--- src/rtl/fetch_pkg.sv ---
// rtl/fetch_pkg.sv - shared state encoding and byte-lane layout for the instruction fetch stage
package fetch_pkg;

    typedef enum logic [1:0] {
        IDLE = 2'd0,
        BYTE = 2'd1,
        HOLD = 2'd2
    } fetchState_t;

    localparam int INSTR_BYTES = 4;
    // Address bit that selects flash (1) versus NVRAM (0).
    localparam int DEV_SEL_BIT = 15;

    // Instruction bit positions of each fetched byte; byte3 fills the bits
    // below BYTE_LANE_BASE.
    localparam int BYTE0_LSB      = 24;
    localparam int BYTE0_WIDTH    = 2;
    localparam int BYTE1_LSB      = 16;
    localparam int BYTE2_LSB      = 8;
    localparam int BYTE_LANE_BASE = 8;

    // Bytes 0..2 are collected here before byte3 completes the instruction.
    localparam int PARTIAL_W = BYTE0_LSB + BYTE0_WIDTH - BYTE_LANE_BASE;

endpackage

--- src/rtl/fetch_wait_timer.sv ---
// rtl/fetch_wait_timer.sv - per-byte wait-state down-counter with done pulse
//
// Ports:
//   clock, reset_n : clock and asynchronous active-low reset
//   load           : start a new WAIT_CYCLES interval
//   clear          : abandon the running interval (clear wins over load)
//   done           : high during the last cycle of the interval
module fetch_wait_timer #(
    parameter int WAIT_CYCLES = 1
) (
    input  logic clock,
    input  logic reset_n,
    input  logic load,
    input  logic clear,
    output logic done
);

    localparam logic [3:0] RELOAD = 4'(WAIT_CYCLES - 1);

    logic [3:0] count;
    logic       armed;

    always_ff @(posedge clock or negedge reset_n) begin
        if (!reset_n) begin
            count <= '0;
            armed <= 1'b0;
        end else if (clear) begin
            count <= '0;
            armed <= 1'b0;
        end else if (load) begin
            count <= RELOAD;
            armed <= 1'b1;
        end else if (armed) begin
            if (count == 4'd0) begin
                armed <= 1'b0;
            end else begin
                count <= count - 4'd1;
            end
        end
    end

    assign done = armed && (count == 4'd0);

endmodule

--- src/rtl/instruction_fetch.sv ---
// rtl/instruction_fetch.sv - fetches and assembles 26-bit instructions from the flash/NVRAM byte bus
//
// Ports:
//   clock, reset_n          : clock and asynchronous active-low reset
//   fetch_ip                : instruction byte address, taken on request accept
//   req_valid / req_ready   : fetch request handshake
//   flush                   : discard any fetch in progress or held instruction
//   instr / instr_valid /
//   instr_ready             : assembled instruction handshake towards the CPU
//   mem_addr, mem_data      : byte-wide memory bus
//   p_oe_n, p_we_n          : flash output/write enable, active-low
//   t_oe_n, t_we_n          : NVRAM output/write enable, active-low
//   busy                    : stage is driving the memory bus
module instruction_fetch
    import fetch_pkg::*;
#(
    parameter int ADDR_W      = 16,
    parameter int INSTR_W     = 26,
    parameter int WAIT_CYCLES = 1
) (
    input  logic               clock,
    input  logic               reset_n,
    input  logic [ADDR_W-1:0]  fetch_ip,
    input  logic               req_valid,
    output logic               req_ready,
    input  logic               flush,
    output logic [INSTR_W-1:0] instr,
    output logic               instr_valid,
    input  logic               instr_ready,
    output logic [ADDR_W-1:0]  mem_addr,
    input  logic [7:0]         mem_data,
    output logic               p_oe_n,
    output logic               p_we_n,
    output logic               t_oe_n,
    output logic               t_we_n,
    output logic               busy
);

    fetchState_t          state;
    logic [1:0]           byteIdx;
    logic [ADDR_W-1:0]    ipLatched;
    logic [ADDR_W-1:0]    nextAddr;
    logic [PARTIAL_W-1:0] partial;
    logic                 accept;
    logic                 lastByte;
    logic                 timerDone;
    logic                 timerLoad;
    logic                 timerClear;

    // This stage only ever reads memory.
    assign p_we_n = 1'b1;
    assign t_we_n = 1'b1;

    assign accept   = (state == IDLE) && req_valid && req_ready && !flush;
    assign lastByte = (byteIdx == 2'(INSTR_BYTES - 1));
    // Wraps naturally at the top of the address space.
    assign nextAddr = ipLatched + ADDR_W'(byteIdx) + ADDR_W'(1);

    assign timerLoad  = accept || ((state == BYTE) && timerDone && !lastByte && !flush);
    assign timerClear = flush || ((state == BYTE) && timerDone && lastByte);

    fetch_wait_timer #(
        .WAIT_CYCLES(WAIT_CYCLES)
    ) u_wait_timer (
        .clock  (clock),
        .reset_n(reset_n),
        .load   (timerLoad),
        .clear  (timerClear),
        .done   (timerDone)
    );

    always_ff @(posedge clock or negedge reset_n) begin
        if (!reset_n) begin
            state       <= IDLE;
            byteIdx     <= '0;
            ipLatched   <= '0;
            partial     <= '0;
            instr       <= '0;
            instr_valid <= 1'b0;
            req_ready   <= 1'b0;
            mem_addr    <= '0;
            p_oe_n      <= 1'b1;
            t_oe_n      <= 1'b1;
            busy        <= 1'b0;
        end else if (flush) begin
            // Flush beats a simultaneous request or consume.
            state       <= IDLE;
            instr       <= '0;
            instr_valid <= 1'b0;
            req_ready   <= 1'b1;
            p_oe_n      <= 1'b1;
            t_oe_n      <= 1'b1;
            busy        <= 1'b0;
        end else begin
            case (state)
                IDLE: begin
                    if (accept) begin
                        state     <= BYTE;
                        byteIdx   <= '0;
                        ipLatched <= fetch_ip;
                        mem_addr  <= fetch_ip;
                        p_oe_n    <= !fetch_ip[DEV_SEL_BIT];
                        t_oe_n    <= fetch_ip[DEV_SEL_BIT];
                        busy      <= 1'b1;
                        req_ready <= 1'b0;
                    end else begin
                        req_ready <= 1'b1;
                    end
                end
                BYTE: begin
                    if (timerDone) begin
                        case (byteIdx)
                            2'd0: partial[BYTE0_LSB-BYTE_LANE_BASE +: BYTE0_WIDTH] <= mem_data[BYTE0_WIDTH-1:0];
                            2'd1: partial[BYTE1_LSB-BYTE_LANE_BASE +: 8] <= mem_data;
                            2'd2: partial[BYTE2_LSB-BYTE_LANE_BASE +: 8] <= mem_data;
                            2'd3: instr <= INSTR_W'({partial, mem_data});
                        endcase
                        if (lastByte) begin
                            state       <= HOLD;
                            instr_valid <= 1'b1;
                            p_oe_n      <= 1'b1;
                            t_oe_n      <= 1'b1;
                            busy        <= 1'b0;
                        end else begin
                            byteIdx  <= byteIdx + 2'd1;
                            mem_addr <= nextAddr;
                            p_oe_n   <= !nextAddr[DEV_SEL_BIT];
                            t_oe_n   <= nextAddr[DEV_SEL_BIT];
                        end
                    end
                end
                HOLD: begin
                    if (instr_ready) begin
                        state       <= IDLE;
                        instr_valid <= 1'b0;
                        req_ready   <= 1'b1;
                    end
                end
                default: state <= IDLE;
            endcase
        end
    end

endmodule

--- config.mk ---
export PLATFORM = sky130hd
export DESIGN_NAME = instruction_fetch
export DESIGN_NICKNAME = d
export VERILOG_FILES = /design/src/rtl/fetch_pkg.sv /design/src/rtl/fetch_wait_timer.sv /design/src/rtl/instruction_fetch.sv
export SDC_FILE = /design/constraint.sdc
export NUM_CORES = 1
export LEC_CHECK = 0
export ABC_AREA = 1
export CAP_MARGIN = 20
export CORE_UTILIZATION = 56
export CTS_CLUSTER_SIZE = 12
export DETAILED_ROUTE_END_ITERATION = 10
export PLACE_DENSITY = 0.95
export SETUP_SLACK_MARGIN = 0.1
export SYNTH_ARGS = -nofsm -noshare
export SYNTH_HDL_FRONTEND = slang
export SYNTH_SLANG_ARGS = --single-unit
--- constraint.sdc ---
create_clock -name clock -period 5.9 [get_ports clock]
set_input_delay 1.475 -clock clock [delete_from_list [all_inputs] [get_ports clock]]
set_output_delay 1.475 -clock clock [all_outputs]
set_load 0.01 [all_outputs]
### Word-level counts from Yosys, hierarchy flattened

Index checks and enable logic that the tools add are counted.

| storage, ports and cells | value |
|---|---|
| bits in registers | 90 |
| bits of input ports | 29 |

| cells by class | value |
|---|---|
| add/sub/neg operators | 4 |
| eq/ne operators | 13 |
| reductions and logical operators | 37 |
| muxes and demuxes | 50 |
| bitwise operators | 1 |

Operator list:

| kind | number |
|---|---|
| $mux 26 | 4 |
| $mux 16 | 3 |
| $pmux 16 s2 | 1 |
| $reduce_and 4->1 | 6 |
| $mux 1 | 23 |
| $add 16x1->16 const B | 1 |
| $add 16x2->16 | 1 |
| $mux 2 | 8 |
| $mux 4 | 4 |
| $ne 3x3->1 const B | 5 |
| $reduce_bool 3->1 | 4 |
| $pmux 1 s2 | 5 |
| $reduce_and 3->1 | 3 |
| $logic_and 1x1->1 | 8 |
| $reduce_bool 2->1 | 4 |
| $eq 2x2->1 const B | 3 |
| $ne 2x2->1 const B | 3 |
| $pmux 2 s3 | 1 |
| $reduce_and 5->1 | 1 |
| $eq 2x1->1 const B | 2 |
| $logic_not 1->1 | 4 |
| $logic_not 2->1 | 2 |
| $logic_not 4->1 | 1 |
| $pmux 2 s2 | 1 |
| other kinds (5) | 7 |

### Longest topological paths before layout

| depth | value |
|---|---|
| depth after elaboration | 8 |
| gate-level depth with buffers | 12 |
| gate-level depth less buffers | 12 |

### Hierarchy

Synthesis repeated with hierarchy kept, for this count alone.

| unflattened totals | value |
|---|---|
| cell total of the unflattened synthesis | 505 |
| area total of the unflattened synthesis | 4340.4 um^2 |

Modules (own cells, without submodules):

| module | times used | area an instance (um^2) | cells each |
|---|---|---|---|
| instruction_fetch | 1 | 4012.6 | 463 |
| fetch_wait_timer | 1 | 327.8 | 42 |

### Worst setup path before layout

No wires, ideal clock.

| timing path | value |
|---|---|
| kind | input-to-reg |
| start | input port flush |
| end | register byteIdx[0] |
| buffers on the path | 1 |
| data arrival time | 2.230 ns |
| setup time | 0.083 ns |
| data required time | 5.817 ns |
| path slack | 3.588 ns |
| stages on the path | 8 |
| path through | inv_2 -> nand2_4 -> clkinv_2 -> nand2_2 -> o21ai_4 -> buf_6 -> nand3_1 -> o21ai_0 |

| between the ends | value |
|---|---|
| cells in the longest elaborated chain, start to end | 4 |

Ends and longest elaborated chain:

| element | RTL line | RTL |
|---|---|---|
| start: declaration | instruction_fetch.sv:26 | `input logic flush,` |
| $logic_not 1->1 | instruction_fetch.sv:54 | `assign accept = (state == IDLE) && req_valid && req_ready && !flush;` |
| $logic_and 1x1->1 | instruction_fetch.sv:54 |  |
| $ne 2x2->1 (no source line) | - |  |
| $reduce_and 5->1 (no source line) * | - |  |
| end signal: assignment | instruction_fetch.sv:125 | `byteIdx <= byteIdx + 2'd1;` |
| end: declaration | instruction_fetch.sv:40 | `logic [1:0] byteIdx;` |

Mark *: on every way between the ends. The rest lies on a longest branch, timed or not.
A chain may end at the register's enable or synchronous reset.

### Final worst setup path

| timing path | value |
|---|---|
| start | input port flush |
| end | register u_wait_timer.count[1] |

| between the ends | value |
|---|---|
| cells in the longest elaborated chain, start to end | 5 |

Ends and longest elaborated chain:

| element | RTL line | RTL |
|---|---|---|
| $logic_not 1->1 | instruction_fetch.sv:54, instruction_fetch.sv:59 |  |
| $logic_and 1x1->1 (on tied branches) | instruction_fetch.sv:54, instruction_fetch.sv:59 |  |
| $logic_or 1x1->1 | instruction_fetch.sv:59 | `assign timerLoad = accept \|\| ((state == BYTE) && timerDone && !lastByte && !flush);` |
| $ne 3x3->1 (no source line), or another cell as far along | - |  |
| $reduce_and 2->1 (no source line) or $mux 4 (tied branches) | - |  |
| end signal: assignment | fetch_wait_timer.sv:37 | `count <= count - 4'd1;` |
| end: declaration | fetch_wait_timer.sv:20 | `logic [3:0] count;` |

Several ways; a longest one is shown, not always the timed one.

==> metrics.md <==
| Metric | Value |
|---|---|
| CTS tree | `built` |
| Slew Viols, Final | `0` |
| Routed vias/inst | `5.520` |
| Total clock buffers created by CTS | `9` |
| Overflow after GRT | `0` |
| Sw Ratio | `0.3627` |
| Fraction of layout cells with a size suffix above 1 | `0.07317` |
| Residual DRC | `0` |
| HP Class | `flop to flop` |
| Slew HR | `0.2750` |
| Yosys cell types | `35` |
| Final hold viol count | `0` |
| Setup TNS | `0 ps` |
| Worst hold margin | `478.9 ps` |
| Status | `finished clean` |
| Die height | `88.63 µm` |
| Net Sw Power | `793.9 µW` |
| Logic pwr share | `0.340` |
| EDFF count, synth | `0` |
| Most used DFF post-synth | `dfrtp_1` |
| Maximum clock path buffer count | `2` |
| H-tree Lvls | `3` |
| Post-synthesis cell area | `4203 µm²` |
| Initial DRT Pass Iterations | `5` |
| TritonCTS Sinks | `90` |
| Synth async-reset ratio | `1.000` |
| Count of max-cap constraint violations | `0` |
| Required time worst endpoint | `6150 ps` |
| Final Skew | `14.28 ps` |
| Initial antenna violation count | `0` |
| Die span in x | `88.63 µm` |
| Yosys top cell by area | `dfrtp_1` |
| Sequential share of power | `0.424` |
| Final worst slack | `2132 ps` |
| CP peak stage delay | `820 ps` |
| P_int | `1.395 mW` |
| Post-synthesis sequential area ratio | `0.5365` |
| FP Rows | `31` |
| Clock edge transition at the registers on the reported setup and hold paths | `90 ps` |
| Arr. time, crit path | `4010 ps` |
| Slowest stage cell, crit path | `a21oi_2` |
| Starting Density | `0.5794` |
| Die area | `7855 µm²` |
| Root buffer cell | `clkbuf_8` |
| Worst setup path category | `input port to flop` |
| Leak | `2.523 nW` |
| CORE AREA | `7253 µm²` |
| Largest net degree at the start of global routing | `91` |
| Final wirelength | `10320 µm` |
| Finish-stage setup viols | `0` |
| Crit path cell chain | `clkdlybuf4s50_1 > inv_2 > nand2_4 > nor2_2 > a21oi_2 > o21ai_1 > nand3_1 > o21ai_0` |
| Post-CTS sizing | `0` |
| # IOs | `78` |
| DP Worst Slack | `1807 ps` |
| Kind of end point of the critical path | `flop` |
| Tcrit/Tclk final | `0.6387` |
| F_max | `0.2654 GHz` |
| PortBufs | `75` |
| Post-CTS Setup Bufs | `0` |
| #FFs+latches synth | `90` |
| Nets | `607` |
| Filler cell count | `507` |
| Via count | `3715` |
| Worst-Margin Slew | `1086 ps` |
| HPWL reported at the end of detailed placement | `6740 µm` |
| Synth area leaders | `dfrtp_1 52%, nand2_1 13%, o21ai_0 7.3%` |
| Area grow syn2layout | `25.51%` |
| Hold buffer count at cts | `0` |
| WL per Instance | `15.33 µm` |
| Critical path launch point type | `input port` |
| Remaining antenna violation count | `0` |
| Crit-path max FO | `24` |
| Mapped Avg Cell Area | `8.439 µm²` |
| Max rail drop VDD | `0.0001588 V` |
| First-pass GRT wire length | `17010 µm` |
| Iter 0 DRT Violations | `315` |
| Fin crit period | `3768 ps` |
| RSZ-0062 raised after global routing | `false` |
| Clock share of power | `0.237` |
| Vias in the first global route | `3746` |
| Post-synth top area share | `0.5240` |
| GP Congestion | `0.8414` |
| GRT Total Usage | `0.2849` |
| Latest clock arrival within the worst-skew pair | `370 ps` |
| P per Cell Area | `415.0 nW/µm²` |
| Number of synthesis warnings | `0` |
| Inserted Diodes | `0` |
| Post-Syn Instances | `498` |
-- worst paths after layout --
kind | start | cells past startpoint | end | slack, ps
worst max-delay path | flush | 8 | u_wait_timer.count[1] | 2130
worst min-delay path | instr[9] | 2 | instr[9] | 480
worst max register to register | state[1] | 7 | u_wait_timer.count[1] | 3220
worst min register to register | instr[9] | 2 | instr[9] | 480
max in group asynchronous | reset_n | 2 | p_oe_n | 4190
min in group asynchronous | reset_n | 1 | mem_addr[13] | 1020
-- metal layers --
layer | vias to the layer above | part of all wire | global-route usage
met1 | 1752 | 0.40 | 0.3554
met4 | 0 | 0.027 | 0.1334
li1 | 1742 | - | -
met2 | 190 | 0.50 | 0.4881
met5 | - | 0 | 0
met3 | 31 | 0.074 | 0.04478
-- sequential cells by signal, indices dropped and copies added (netlist names) --
| name | count |
|---|---|
| instr | 26 |
| byteIdx | 2 |
| busy | 1 |
| u_wait_timer.armed | 1 |
| t_oe_n | 1 |
| partial | 18 |
| u_wait_timer.count | 4 |
| state | 2 |
| ipLatched | 16 |
| p_oe_n | 1 |
| mem_addr | 16 |
| req_ready | 1 |
| instr_valid | 1 |
-- cells by family (layout without fill, tap and decap cells) --
logic type / Yosys count / after routing / synth area share
flip-flops: 90 / 90 / 0.5365
adder cells (fa/ha/maj): 9 / 9 / 0.02858
XOR/XNOR: 4 / 4 / 0.008337
buffers and inverters: 67 / 142 / 0.06877
other: 1 / 2 / 0.0008923
AND/OR/NAND/NOR: 240 / 240 / 0.2453
AO/OA/AOI/OAI: 87 / 87 / 0.1116
-- cells in the final DEF, fill, tap and decap left out, types with 3 or more instances in the layout --
cell,n
nor3_1,6
o211ai_1,3
o21ai_0,61
inv_1,44
nand2_1,149
nand4_1,3
nand2_2,3
a21oi_1,11
inv_2,3
nor2_2,4
ha_1,8
bufinv_16,3
clkdlybuf4s50_1,74
nor2_1,30
nand3_1,39
o21ai_1,5
dfrtp_1,88
clkbuf_8,10
-- power groups by stage --
stage	clock network, mW	logic, mW	registers, mW
floorplan	0	0.435	0.933
global placement	0	0.683	0.920
detailed placement	0	0.721	0.933
CTS	0.520	0.734	0.924
global route	0.543	0.833	0.948
finish	0.518	0.744	0.927
-- synth_stat cells, types with 3 or more instances --
| cell type | n |
|---|---|
| nand4_1 | 3 |
| inv_1 | 44 |
| inv_2 | 3 |
| clkbuf_1 | 5 |
| nor2_1 | 30 |
| nor3_1 | 6 |
| dfrtp_1 | 88 |
| buf_4 | 3 |
| o211ai_1 | 3 |
| a21oi_1 | 11 |
| buf_2 | 8 |
| nand2_2 | 3 |
| ha_1 | 8 |
| o21ai_1 | 5 |
| o21ai_0 | 61 |
| nor2_2 | 4 |
| nand3_1 | 39 |
| nand2_1 | 149 |
-- through the flow --
| stage | util | total power [mW] | instances | instance area [µm²] |
|---|---|---|---|---|
| 2_1_floorplan | - | 1.368 | 499 | 4207 |
| 3_3_place_gp | 0.6854 | 1.603 | 654 | 4971 |
| 3_5_place_dp | 0.6854 | 1.654 | 654 | 4971 |
| 4_1_cts | 0.7199 | 2.177 | 670 | 5221 |
| 5_1_grt | 0.7273 | 2.324 | 673 | 5275 |
| 6_report | 0.7273 | 2.189 | 673 | 5275 |
-- critical path: cells and delay by family --
| kind | cells | cell delay, ps |
|---|---|---|
| buffers and inverters | 2 | 890 |
| AO/OA/AOI/OAI | 3 | 1280 |
| AND/OR/NAND/NOR | 3 | 360 |
-- cell type report --
class | instances | area (µm²) | area share
timing repair buffer | 78 | 802.0 | 0.1520
sequential | 90 | 2255 | 0.4274
inverter | 48 | 181.4 | 0.03439
clock inverter | 6 | 112.6 | 0.02135
clock buffer | 10 | 137.6 | 0.02609
multi-input combinational | 342 | 1663 | 0.3152
tap | 99 | 123.9 | 0.02348
(Power assumes the default switching activity.)
